--- src/rtl/vram_frame_streamer.sv ---
// -----------------------------------------------------------------------------
// vram_frame_streamer
//
// Streams one stored frame out of VRAM as a valid/ready byte stream. On an
// accepted start the block picks the original or the composited image, walks
// its VRAM addresses in order and pushes every returned byte through a 4-entry
// FIFO to the downstream pixel port. Reads are throttled so that bytes already
// in the FIFO plus the single read in flight never exceed the FIFO depth, so
// the FIFO cannot overflow no matter how pix_ready behaves.
//
// Ports
//   clk           in   1   single clock, all state on the rising edge
//   reset         in   1   asynchronous reset, active low
//   start         in   1   stream one frame (only looked at while idle)
//   image_select  in   1   0 = original image, 1 = composited image
//   gpu_address   out  32  VRAM read address
//   vram_rd       out  1   VRAM read strobe, data returns one cycle later
//   vram_out      in   8   VRAM read data
//   pix_data      out  8   pixel byte (FIFO head)
//   pix_valid     out  1   pix_data valid (FIFO not empty)
//   pix_ready     in   1   downstream accepts the current beat
//   pix_last      out  1   current beat is the last one of the frame
//   busy          out  1   frame in progress
//   done          out  1   one-cycle pulse after the last beat transferred
// -----------------------------------------------------------------------------
module vram_frame_streamer #(
    parameter int ORIG_PIXELS = 160000,
    parameter int OUT_PIXELS  = 90000,
    parameter int ORIG_BASE   = 0,
    parameter int OUT_BASE    = 0
) (
    input  logic        clk,
    input  logic        reset,
    input  logic        start,
    input  logic        image_select,
    output logic [31:0] gpu_address,
    output logic        vram_rd,
    input  logic [7:0]  vram_out,
    output logic [7:0]  pix_data,
    output logic        pix_valid,
    input  logic        pix_ready,
    output logic        pix_last,
    output logic        busy,
    output logic        done
);

    localparam int MAX_PIXELS = (ORIG_PIXELS > OUT_PIXELS) ? ORIG_PIXELS : OUT_PIXELS;
    localparam int CNT_W      = $clog2(MAX_PIXELS + 1);
    localparam int FIFO_DEPTH = 4;

    typedef logic [CNT_W-1:0] cnt_t;
    typedef enum logic [1:0] {
        ST_IDLE,
        ST_STREAM,
        ST_DRAIN,
        ST_DONE
    } state_t;

    localparam cnt_t        ORIG_N = cnt_t'(ORIG_PIXELS);
    localparam cnt_t        OUT_N  = cnt_t'(OUT_PIXELS);
    localparam logic [31:0] ORIG_A = 32'(ORIG_BASE);
    localparam logic [31:0] OUT_A  = 32'(OUT_BASE);

    state_t      state_q, state_d;
    cnt_t        n_q, n_d;            // pixels in the current frame
    cnt_t        issued_q, issued_d;  // reads issued so far
    cnt_t        beats_q, beats_d;    // beats transferred so far
    logic [31:0] addr_q, addr_d;

    logic [7:0]  fifo_q [FIFO_DEPTH];
    logic [1:0]  wr_ptr_q, wr_ptr_d;
    logic [1:0]  rd_ptr_q, rd_ptr_d;
    logic [2:0]  count_q, count_d;
    logic        rd_pend_q;           // a read was issued last cycle, its data is on vram_out now

    logic [3:0]  outstanding;
    logic        push;
    logic        pop;
    logic        last_beat;

    // Occupancy uses the registered count only; a pop in the same cycle is not
    // credited, which costs nothing in throughput (steady state is 1 + 1 < 4).
    assign outstanding = {1'b0, count_q} + {3'b000, rd_pend_q};
    assign vram_rd     = (state_q == ST_STREAM) && (issued_q != n_q)
                         && (outstanding < 4'(FIFO_DEPTH));

    assign push      = rd_pend_q;
    assign pix_valid = (count_q != 3'd0);
    assign pop       = pix_valid && pix_ready;
    assign last_beat = (beats_q == n_q - cnt_t'(1));

    assign pix_data    = fifo_q[rd_ptr_q];
    assign pix_last    = pix_valid && last_beat;
    assign gpu_address = addr_q;
    assign busy        = (state_q != ST_IDLE);
    assign done        = (state_q == ST_DONE);

    // NOTE: every signal written here gets a default first, so no path leaves
    // it unassigned and no latch is inferred.
    always_comb begin
        state_d  = state_q;
        n_d      = n_q;
        issued_d = issued_q;
        beats_d  = beats_q;
        addr_d   = addr_q;
        wr_ptr_d = wr_ptr_q;
        rd_ptr_d = rd_ptr_q;
        count_d  = count_q + {2'b00, push} - {2'b00, pop};

        if (push) begin
            wr_ptr_d = wr_ptr_q + 2'd1;
        end
        if (pop) begin
            rd_ptr_d = rd_ptr_q + 2'd1;
            beats_d  = beats_q + cnt_t'(1);
        end

        case (state_q)
            ST_IDLE: begin
                if (start) begin
                    state_d  = ST_STREAM;
                    n_d      = image_select ? OUT_N : ORIG_N;
                    addr_d   = image_select ? OUT_A : ORIG_A;
                    issued_d = '0;
                    beats_d  = '0;
                end
            end
            ST_STREAM: begin
                if (vram_rd) begin
                    issued_d = issued_q + cnt_t'(1);
                    // The address stops on the last pixel rather than running
                    // one past the end of the image.
                    if (issued_q == n_q - cnt_t'(1)) begin
                        state_d = ST_DRAIN;
                    end else begin
                        addr_d = addr_q + 32'd1;
                    end
                end
            end
            ST_DRAIN: begin
                if (pop && last_beat) begin
                    state_d = ST_DONE;
                end
            end
            ST_DONE: begin
                state_d = ST_IDLE;
            end
            default: begin
                state_d = ST_IDLE;
            end
        endcase
    end

    // NOTE: state registers use non-blocking assignments so every flop samples
    // the pre-edge values, independent of statement order.
    always_ff @(posedge clk or negedge reset) begin
        if (!reset) begin
            state_q   <= ST_IDLE;
            n_q       <= '0;
            issued_q  <= '0;
            beats_q   <= '0;
            addr_q    <= '0;
            wr_ptr_q  <= '0;
            rd_ptr_q  <= '0;
            count_q   <= '0;
            rd_pend_q <= 1'b0;
        end else begin
            state_q   <= state_d;
            n_q       <= n_d;
            issued_q  <= issued_d;
            beats_q   <= beats_d;
            addr_q    <= addr_d;
            wr_ptr_q  <= wr_ptr_d;
            rd_ptr_q  <= rd_ptr_d;
            count_q   <= count_d;
            rd_pend_q <= vram_rd;
        end
    end

    // NOTE: this small storage array is reset on purpose: pix_data reads the
    // head entry directly and must show 0 while the block is held in reset.
    always_ff @(posedge clk or negedge reset) begin
        if (!reset) begin
            for (int i = 0; i < FIFO_DEPTH; i++) begin
                fifo_q[i] <= '0;
            end
        end else if (push) begin
            fifo_q[wr_ptr_q] <= vram_out;
        end
    end

endmodule

--- config.mk ---
export PLATFORM = sky130hd
export DESIGN_NAME = vram_frame_streamer
export DESIGN_NICKNAME = d
export VERILOG_FILES = /design/src/rtl/vram_frame_streamer.sv
export SDC_FILE = /design/constraint.sdc
export NUM_CORES = 1
export LEC_CHECK = 0
export BUFFER_PORTS_ARGS = -buffer_cell sky130_fd_sc_hd__buf_2
export CAP_MARGIN = 5
export CELL_PAD_IN_SITES_DETAIL_PLACEMENT = 0
export CELL_PAD_IN_SITES_GLOBAL_PLACEMENT = 1
export CORE_MARGIN = 5
export CORE_UTILIZATION = 51
export DETAILED_ROUTE_END_ITERATION = 8
export GPL_TIMING_DRIVEN = 0
export PLACE_DENSITY = 0.95
export SLEW_MARGIN = 20
export SYNTH_ARGS = -nofsm -noshare
export SYNTH_HDL_FRONTEND = slang
export SYNTH_SLANG_ARGS = --single-unit
--- constraint.sdc ---
create_clock -name clk -period 4.3 [get_ports clk]
set_input_delay 0 -clock clk [delete_from_list [all_inputs] [get_ports clk]]
set_output_delay 0 -clock clk [all_outputs]
set_load 0.02 [all_outputs]
==> flow_summary.yaml <==
synth:
  synth.cell_area_mm2: 0.006198
  synth-warning-count: 0
  syn_area_per_cell_um2: 10.33
  ys_async_sr_fraction_pct: 100.0
  synth-edff-count: 0
  synth_cell_type_count: 64
  synth_ff_type: "dfrtp_1"
  netlist_instances: 600
  synth_fp_nets: 634
  synth_seq_cells: 113
  seq_area_frac_synth_pct: 45.62
  netlist_top_cells_area: "dfrtp_1 (46%), mux2_2 (6.2%), xnor2_1 (4.5%)"
  yosys.area.top_type: "dfrtp_1"
  synth_top_area_share_pct: 45.62
place:
  numPortBuffers: 57
  gp_congestion: 0.8474
  place_area_mm2: 0.006701
  hpwl_um: 10010
cts:
  cts_tree: "done"
  root_buffer: "clkbuf_16"
  cts.clk_slew.worst_paths_ps: 50
  clock_sinks: 113
  postCtsSetupBuffers: 0
  numCtsBuffers: 17
  clk_latency_ps: 420
  clockBufferDepth: 2
  cts.htree.levels: 4
route:
  drc_errors: 0
  first_iter_violations: 391
  drt_first_pass_iters: 4
  vias: 4894
  drtAntennaViolNets: 0
  wl_um: 14580
  routedWlPerCell_um: 17.21
  viasPerCell: 5.778
grt:
  track_usage_pct: 21.35
  grt_max_degree: 85
  grt_pass1_vias: 5004
  antenna_found_initial: 0
  grt_pass1_wl_um: 24580
  grt-ovfl-total: 0
floorplanning:
  pin_count: 58
  fp.dieW_um: 120.2
  rows: 40
  die_h_um: 120.2
  initial_core_util_pct: 51.82
  coreArea_mm2: 0.01196
  dieArea_mm2: 0.01446
layout:
  fillerInstances: 956
  final_common_cell: "dfrtp_1"
  mostFrequentLayoutCells: "dfrtp_1 (113), buf_2 (63), nor2_1 (61)"
  nets: 722
  final_area_mm2: 0.007450
  area_growth_pct: 20.19
  antenna_cells: 0
  drive_above_1_share_pct: 22.57
timing:
  timing.final.crit_period_ps: 3213
  tightestPinTransition_ps: 805.6
  rsz0062_at_grt: "false"
  fin_skew_ps: 11.92
  hold_violations: 0
  clock.fmax_mhz: 311.2
  max-slew-margin-rel_pct: 46.29
  tns_ps: 0
  drv_slew: 0
  setup_violations: 0
  min_period_over_period_pct: 74.72
critical_path:
  crit_family: "simple AND/OR/NAND/NOR gates"
  r2r_setup_slack_ps: 1090
  worstPathCellList: "buf_6 -> inv_1 -> ha_1 -> nor4b_1 -> o22ai_1 -> or3_1 -> nor3_2 -> buf_2 -> nor3_1 -> nand2_1 -> mux2i_1"
  arrival_ps: 3550
  start_kind: "register"
  cp_num_buf_inv: 3
  path_max_fanout: 10
  critPathRequiredTime_ps: 4640
  critPathSlowestCell: "dfrtp_1"
  path_class: "reg -> reg"
  end_kind: "register"
  max_stage_delay_ps: 450
power:
  irDropWorstVdd_mv: 0.2770
  powerDensity_mw_per_mm2: 622.5
  leakage_nw: 3.274
worst_hold_path:
  hold_path.class: "in -> async"
outcome:
  status: "complete, no violations"
flow_run:
  maxCapViolations: 0
==> power by group <==
part / internal (mW) / total, mW / switching (mW)
Sequential: 1.34 / 1.54 / 0.207
Combinational: 0.682 / 1.59 / 0.913
Clock: 1.02 / 1.50 / 0.474
==> worst paths after layout <==
kind,startpoint,endpoint,depth (start not counted)
max,n_q[16],gpu_address[2],11
min,reset,beats_q[12],2
max reg2reg,n_q[16],gpu_address[2],11
min reg2reg,fifo_q[27],fifo_q[27],1
max in group asynchronous,reset,issued_q[17],3
min in group clk,pix_ready,beats_q[7],6
==> cell type report <==
cell class | count | area [um2] | share of cell area [%]
Tap cell | 147 | 183.9 | 2.469
Buffer | 23 | 121.4 | 1.629
Clock buffer | 22 | 484.2 | 6.500
Clock inverter | 9 | 153.9 | 2.066
Multi-Input combinational cell | 439 | 3156 | 42.36
Timing Repair Buffer | 69 | 429.2 | 5.761
Inverter | 25 | 93.84 | 1.260
Sequential cell | 113 | 2828 | 37.96
==> what timing repair did <==
action	in CTS	in global routing
hold buffers	11	0
resized for setup	0	0
endpoints found under the hold margin	148	0
==> through the flow <==
| stage | setup WS, ps | hold slack (ps) | utilization, % | instances | total power, mW |
|---|---|---|---|---|---|
| floorplan | 1708 | -295.6 | - | 600 | 2.676 |
| global placement | 1273 | 255.4 | 55.74 | 804 | 3.036 |
| detailed placement | 1255 | -101.2 | 56.03 | 805 | 3.140 |
| CTS | 1174 | 24.36 | 62.28 | 847 | 4.664 |
| global route | 831.4 | 70.50 | 62.28 | 847 | 4.900 |
| finish | 1087 | 34.94 | 62.28 | 847 | 4.638 |
==> synthesized netlist by cell type, types with 8 or more instances <==
| cell type | number |
|---|---|
| nor4_1 | 12 |
| nand3_1 | 17 |
| ha_1 | 20 |
| nand4_1 | 19 |
| or3_1 | 15 |
| dfrtp_1 | 113 |
| inv_1 | 25 |
| nand2_1 | 52 |
| mux4_2 | 8 |
| o21ai_0 | 17 |
| clkbuf_1 | 10 |
| nor3_1 | 13 |
| mux2_2 | 34 |
| xor2_1 | 21 |
| xnor2_1 | 32 |
| nor2_1 | 61 |
| a21oi_1 | 22 |
==> kinds of logic after synthesis <==
group | count (synthesis) | share of synthesized area, %
AO/OA/AOI/OAI | 77 | 8.216
XOR/XNOR | 53 | 7.489
adder cells (fa/ha/maj) | 21 | 4.360
buffers and inverters | 48 | 3.472
flip-flops | 113 | 45.62
multiplexers | 46 | 9.810
AND/OR/NAND/NOR | 242 | 21.03
==> metal layers <==
layer | part of all wire [%] | GRT usage (%) | wire [um]
met1 | 44 | 26.66 | 6381
met2 | 50 | 35.69 | 7303
met3 | 4.2 | 5.192 | 611
met4 | 1.9 | 8.782 | 281
met5 | 0 | 0 | 0
==> sequential cells by signal (all words and copies together), names as in the netlist <==
register / count
beats_q: 18
count_q: 3
fifo_q: 32
gpu_address: 32
issued_q: 18
n_q: 3
push: 1
rd_ptr_q: 2
state_q: 2
wr_ptr_q: 2
No activity file was read; power rests on OpenSTA's default activity.
